===== src/rtl/branch_pkg.sv =====
// Shared types and constants for the EX-stage branch resolution slice.
package branch_pkg;

  localparam logic [6:0] OPCODE_BRANCH = 7'b1100011;

  typedef enum logic [2:0] {
    BEQ  = 3'd0,
    BNE  = 3'd1,
    BLT  = 3'd4,
    BGE  = 3'd5,
    BLTU = 3'd6,
    BGEU = 3'd7
  } br_funct3_e;

  typedef enum logic {
    RUN    = 1'b0,
    SQUASH = 1'b1
  } br_state_e;

  // funct3 values 010 and 011 have no conditional-branch meaning.
  function automatic logic funct3_legal(input logic [2:0] funct3);
    logic legal;
    case (funct3)
      3'd0, 3'd1, 3'd4, 3'd5, 3'd6, 3'd7: legal = 1'b1;
      default:                            legal = 1'b0;
    endcase
    return legal;
  endfunction

endpackage


===== src/rtl/branch_cond_eval.sv =====
// Combinational evaluation of the six conditional-branch conditions.
module branch_cond_eval
  import branch_pkg::*;
#(
  parameter int XLEN = 32
) (
  input  logic [2:0]      funct3,
  input  logic [XLEN-1:0] rs1,
  input  logic [XLEN-1:0] rs2,
  output logic            taken,
  output logic            legal
);

  logic eq;
  logic lt_s;
  logic lt_u;

  // Equality by XOR-reduce; the GE forms reuse the LT comparators inverted.
  always_comb begin
    eq    = ~|(rs1 ^ rs2);
    lt_s  = $signed(rs1) < $signed(rs2);
    lt_u  = rs1 < rs2;
    legal = funct3_legal(funct3);
    case (funct3)
      BEQ:     taken = eq;
      BNE:     taken = ~eq;
      BLT:     taken = lt_s;
      BGE:     taken = ~lt_s;
      BLTU:    taken = lt_u;
      BGEU:    taken = ~lt_u;
      default: taken = 1'b0;
    endcase
  end

endmodule


===== src/rtl/branch_resolve_unit.sv =====
// EX-stage branch resolution: direction/target check, one-cycle flush with
// wrong-path squash, and saturating branch/mispredict statistics.
module branch_resolve_unit
  import branch_pkg::*;
#(
  parameter int XLEN       = 32,
  parameter int INST_WIDTH = 32,
  parameter int ADDR_WIDTH = 32,
  parameter int CNT_WIDTH  = 16
) (
  input  logic                  clk,
  input  logic                  rst,
  input  logic                  ex_valid,
  input  logic                  ex_stall,
  input  logic [INST_WIDTH-1:0] ex_ir,
  input  logic [ADDR_WIDTH-1:0] ex_pc,
  input  logic [ADDR_WIDTH-1:0] ex_target,
  input  logic [XLEN-1:0]       r_data_0,
  input  logic [XLEN-1:0]       r_data_1,
  input  logic                  ex_pred_taken,
  input  logic [ADDR_WIDTH-1:0] ex_pred_target,
  input  logic                  cnt_clear,
  output logic                  resolve_valid,
  output logic                  branch_taken,
  output logic                  mispredict_flag,
  output logic                  flush_req,
  output logic [ADDR_WIDTH-1:0] redirect_pc,
  output logic [CNT_WIDTH-1:0]  branch_cnt,
  output logic [CNT_WIDTH-1:0]  mispredict_cnt
);

  localparam logic [CNT_WIDTH-1:0]  CNT_MAX = '1;
  localparam logic [CNT_WIDTH-1:0]  CNT_ONE = CNT_WIDTH'(1'b1);
  localparam logic [ADDR_WIDTH-1:0] PC_STEP = ADDR_WIDTH'(3'd4);

  br_state_e             state_q, state_d;
  logic                  resolve_valid_q, resolve_valid_d;
  logic                  branch_taken_q, branch_taken_d;
  logic                  mispredict_q, mispredict_d;
  logic                  flush_q, flush_d;
  logic [ADDR_WIDTH-1:0] redirect_q, redirect_d;
  logic [CNT_WIDTH-1:0]  branch_cnt_q, branch_cnt_d;
  logic [CNT_WIDTH-1:0]  mispredict_cnt_q, mispredict_cnt_d;

  logic cond_taken;
  logic cond_legal;
  logic accept;
  logic mispredict;
  logic ir_unused;

  // Only opcode and funct3 matter here; the remaining fields are ignored.
  assign ir_unused = ^{ex_ir[INST_WIDTH-1:15], ex_ir[11:7]};

  branch_cond_eval #(.XLEN(XLEN)) u_cond (
    .funct3 (ex_ir[14:12]),
    .rs1    (r_data_0),
    .rs2    (r_data_1),
    .taken  (cond_taken),
    .legal  (cond_legal)
  );

  // Next-state, output and counter computation.
  always_comb begin
    accept = ex_valid & ~ex_stall & (ex_ir[6:0] == OPCODE_BRANCH) &
             cond_legal & (state_q == RUN);
    mispredict = (cond_taken != ex_pred_taken) |
                 (cond_taken & ex_pred_taken & (ex_target != ex_pred_target));

    resolve_valid_d = accept;
    mispredict_d    = accept & mispredict;
    flush_d         = accept & mispredict;
    if (accept) begin
      branch_taken_d = cond_taken;
      redirect_d     = cond_taken ? ex_target : (ex_pc + PC_STEP);
    end else begin
      branch_taken_d = branch_taken_q;
      redirect_d     = redirect_q;
    end

    // The instruction behind a redirect is wrong-path and must not resolve.
    case (state_q)
      RUN:     state_d = (accept & mispredict) ? SQUASH : RUN;
      SQUASH:  state_d = RUN;
      default: state_d = RUN;
    endcase

    if (cnt_clear) begin
      branch_cnt_d     = '0;
      mispredict_cnt_d = '0;
    end else begin
      branch_cnt_d     = (accept && branch_cnt_q != CNT_MAX) ?
                         branch_cnt_q + CNT_ONE : branch_cnt_q;
      mispredict_cnt_d = (accept && mispredict && mispredict_cnt_q != CNT_MAX) ?
                         mispredict_cnt_q + CNT_ONE : mispredict_cnt_q;
    end
  end

  // State, registered outputs and counters.
  always_ff @(posedge clk) begin
    if (rst) begin
      state_q          <= RUN;
      resolve_valid_q  <= 1'b0;
      branch_taken_q   <= 1'b0;
      mispredict_q     <= 1'b0;
      flush_q          <= 1'b0;
      redirect_q       <= '0;
      branch_cnt_q     <= '0;
      mispredict_cnt_q <= '0;
    end else begin
      state_q          <= state_d;
      resolve_valid_q  <= resolve_valid_d;
      branch_taken_q   <= branch_taken_d;
      mispredict_q     <= mispredict_d;
      flush_q          <= flush_d;
      redirect_q       <= redirect_d;
      branch_cnt_q     <= branch_cnt_d;
      mispredict_cnt_q <= mispredict_cnt_d;
    end
  end

  assign resolve_valid   = resolve_valid_q;
  assign branch_taken    = branch_taken_q;
  assign mispredict_flag = mispredict_q;
  assign flush_req       = flush_q;
  assign redirect_pc     = redirect_q;
  assign branch_cnt      = branch_cnt_q;
  assign mispredict_cnt  = mispredict_cnt_q;

endmodule


===== config.mk =====
export PLATFORM = sky130hd
export DESIGN_NAME = branch_resolve_unit
export DESIGN_NICKNAME = d
export VERILOG_FILES = /design/src/rtl/branch_pkg.sv /design/src/rtl/branch_cond_eval.sv /design/src/rtl/branch_resolve_unit.sv
export SDC_FILE = /design/constraint.sdc
export NUM_CORES = 1
export LEC_CHECK = 0
export ABC_AREA = 1
export BUFFER_PORTS_ARGS = -buffer_cell sky130_fd_sc_hd__buf_2
export CAP_MARGIN = 30
export CORE_UTILIZATION = 50
export CTS_BUF_LIST = sky130_fd_sc_hd__clkbuf_4
export DETAILED_ROUTE_END_ITERATION = 10
export PLACE_DENSITY = 0.87
export SETUP_SLACK_MARGIN = 0.1
export SYNTH_ARGS = -nofsm -noshare
export SYNTH_HDL_FRONTEND = slang
export SYNTH_SLANG_ARGS = --single-unit

===== constraint.sdc =====
create_clock -name clk -period 5.3 [get_ports clk]
set_clock_uncertainty 0.15 [all_clocks]
set_input_delay 0.795 -clock clk [delete_from_list [all_inputs] [get_ports clk]]
set_output_delay 0.795 -clock clk [all_outputs]
set_load 0.02 [all_outputs]

==> PnR_summary.wiki <==
{| class="wikitable"
! Metric !! Value
|-
| Worst Setup Start Kind || input pin
|-
| Dpl ws || between 0.8 and 0.9 ns
|-
| Final core utilization || between 60% and 70%
|-
| Warning count from the yosys run || 0
|-
| Critical path start-end classification || input pin to register
|-
| Inserted Clock Buffers || 9
|-
| Hold wc startpoint || redirect_pc[2]$_SDFFE_PP0P_
|-
| I/O Pins || roughly 270
|-
| Worst hold slack after final layout || about 0.32 ns
|-
| Share of layout cells above drive strength 1 || between 20% and 30%
|-
| Distinct cell type count after synthesis || 42
|-
| Vias in the first global route || approximately 5500
|-
| Longest Clk Path Bufs || 2
|-
| Count of cells along the worst register-to-register path || 13
|-
| IR drop worst, VDD || between 100 and 150 uV
|-
| Final antenna diode count || 0
|-
| Clk network pwr share || about a third
|-
| Die Wd || between 100 and 150 um
|-
| Die Y || approximately 100 um
|-
| Clock latency reported for the late side of the worst-skew pair || 0.41 ns
|-
| Capture endpoint of the worst hold path || redirect_pc[2]$_SDFFE_PP0P_
|-
| Slew margin rel. || around a third
|-
| Crit-path max FO || 14
|-
| Detailed placer's ending HPWL || between 10000 and 15000 um
|-
| Most frequent cells in the layout || nand2_1 (276), buf_2 (243), inv_1 (99)
|-
| Cell Rows || 37
|-
| Area of the mapped netlist || 5284 um2
|-
| Power density over the cells || between 150 and 200 nW/um2
|-
| Setup TNS || 0 ns
|-
| Top flip-flop cell by instance count after synthesis || dfxtp_1
|-
| Number of setup violations in the final report || 0
|-
| DRC violation count after routing || 0
|-
| CTS root buf || clkbuf_4
|-
| Share of flip-flops with an asynchronous set or reset || 0%
|-
| Number of max-slew violations in the final report || 0
|-
| Period Utilization, post-route || between 70% and 80%
|-
| Post-route minimum period || 4.009 ns
|-
| Wire length of the first global-routing pass || about 24000 um
|-
| WP data arrival || roughly 4.2 ns
|-
| Routed Wire Length || between 10000 and 15000 um
|-
| Floorplan Core Area || about 10000 um2
|-
| Synthesized netlist net count || about 1100
|-
| Sinks on Clock Net || 68
|-
| Starting density of the core || roughly 51%
|-
| Pin count of the biggest net entering global routing || 38
|-
| Remaining number of nets flagged by the antenna check after routing || 0
|-
| Leakage power figure || roughly 0.0036 uW
|-
| Status || finished, final reports clean
|-
| Leading cell type in the layout, fill and taps excluded || nand2_1
|-
| Maximum level of the CTS H-tree || 3
|-
| Kind of end point of the critical path || register
|-
| Count of hold buffers inserted by post-cts repair || 0
|-
| Total of flip-flops plus latches after synthesis || 68
|-
| Net load switching power || roughly 350 uW
|-
| Worst setup margin || approximately 1.3 ns
|-
| Instance count along the most critical hold path || 2
|-
| Number of antenna violations at the first check in global routing || 0
|-
| Number of enable flip-flop cells after synthesis || 0
|-
| Achievable frequency || about 0.25 GHz
|-
| Post-synthesis average cell area || 6.459 um2
|-
| Final Hold Vio Count || 0
|-
| GPL Wtd Cong || approximately 0.9
|-
| Path category of the worst min-delay check || register to register
|-
| Post-synthesis cell count || between 800 and 900
|-
| Internal portion of total power || just under 800 uW
|-
| Count of buffers added by post-CTS timing repair for setup || 0
|-
| Fraction of power spent switching nets || around 31%
|-
| Via density || 4.987
|-
| Post-cts sizing count || 0
|-
| Clock tree from TritonCTS || yes
|-
| Clock transition at the registers of the reported paths || 0.13 ns
|-
| Count of buffers inserted at the top-level ports || 243
|-
| Slack of the worst reg-to-reg path || 2.29 ns
|-
| 1st-pass router iterations || 5
|-
| GRT Total Usage || about a quarter
|-
| Relative area change from synthesis to final layout || 27.82%
|-
| Unrepaired setup endpoints after global routing || no
|-
| Reg power frac || between 40% and 50%
|-
| Critical path required time || around 5.5 ns
|-
| Routed wire length per instance || 12.12 um
|-
| Reg2reg start || state_q$_SDFF_PP0_
|-
| Capture instance of the worst register-to-register path || mispredict_cnt[10]$_SDFFE_PP0P_
|-
| Portion of total power attributed to combinational logic || between 20% and 30%
|-
| Overall die area || ~11000 um2
|-
| Net count reported at finish || around 1300
|-
| Vias post-DR || 5965
|-
| Drt initial violations || 254
|-
| Worst slew pin tran || 0.9849 ns
|-
| Total gr overflow || 0
|-
| Reported max-cap violation count || 0
|-
| Sequential element share of the synthesized area || 25.76%
|}
-- how the worst max path moves through the flow --
stage,startpoint,to,cells after the start
global placement,r_data_0[31],mispredict_cnt[10]$_SDFFE_PP0P_,19
detailed placement,r_data_1[31],mispredict_cnt[10]$_SDFFE_PP0P_,20
floorplan,r_data_1[31],mispredict_cnt[11]$_SDFFE_PP0P_,18
finish,r_data_0[31],mispredict_cnt[10]$_SDFFE_PP0P_,19
global route,r_data_1[31],mispredict_cnt[10]$_SDFFE_PP0P_,24
CTS,r_data_1[31],mispredict_cnt[10]$_SDFFE_PP0P_,20
-- critical path, stage by stage --
cell	delay, ns
buf_2	0.10
ha_1	0.37
a21oi_1	0.17
o21a_1	0.13
nand2_1	0.05
a21oi_1	0.32
a21oi_1	0.17
nor2_4	0.17
nand3_4	0.08
ha_1	0.27
inv_1	0.06
a21oi_1	0.23
nand2_1	0.32
inv_1	0.44
nand2_1	0.17
nor2_1	0.16
nand2_1	0.07
nand2_1	0.06
nor2_1	0.04
-- state kept, by name, indices dropped and copies added (netlist names) --
signal,count
state_q,1
mispredict_cnt,16
branch_taken,1
flush_req,1
redirect_pc,32
resolve_valid,1
branch_cnt,16
-- cells in the mapped netlist (all sizes together) (2+ instances only) --
library cell / instances / area [um2]
inv: 100 / 375.4
or2: 2 / 12.51
dfxtp: 68 / 1361
nor2: 56 / 241.5
a21o: 2 / 15.01
nor3: 20 / 121.4
xnor2: 43 / 376.6
nor4: 10 / 77.57
ha: 36 / 450.4
a31oi: 2 / 12.51
o21ai: 19 / 95.09
a31o: 2 / 17.52
nand3: 64 / 347.8
a21oi: 45 / 225.2
xor2: 19 / 166.4
nor3b: 4 / 35.03
clkbuf: 8 / 30.03
nand4: 15 / 100.1
o21a: 6 / 45.04
and3: 2 / 12.51
buf: 12 / 83.83
nand2: 279 / 1055
-- cell type report --
class / instances / area (um2)
inverter: 101 / 379.1
clock buffer: 9 / 67.56
clock inverter: 7 / 82.58
fill: 943 / 3523
multi-input combinational: 629 / 3435
tap: 136 / 170.2
timing repair buffer: 246 / 1259
sequential: 68 / 1361
-- kinds of logic (layout without fill, tap and decap cells) --
family	after synthesis	count (layout)	share of synthesized area (%)
simple gates	453	453	38.05
flops	68	68	25.76
buf+inv	121	363	9.330
xor+xnor	62	62	10.28
compound gates	78	78	8.051
fa+ha+maj	36	36	8.525
-- through the flow --
stage	total power, uW	cell area (um2)	cells
after global placement	757.5	6576	1179
final	1126	6754	1196
after global routing	1190	6754	1196
after detailed placement	764.0	6604	1180
after CTS	1138	6754	1196
after floorplan	657.0	5284	818
-- layer usage --
metal  global-route usage [%]  up-vias  share of wire (%)
li1                         -     3094                  -
met1                    29.77     2636                 40
met2                    48.96      215                 50
met3                    5.365       20                7.2
met4                    8.753        0                2.0
met5                        0        -                  0
-- power groups by stage --
stage	Combinational (uW)	Clock [uW]	Sequential (uW)
4_1_cts	242	385	512
2_1_floorplan	134	0	523
3_5_place_dp	241	0	523
3_3_place_gp	235	0	523
5_1_grt	271	407	512
6_report	241	374	512
Power figures use the tool's default switching activity.
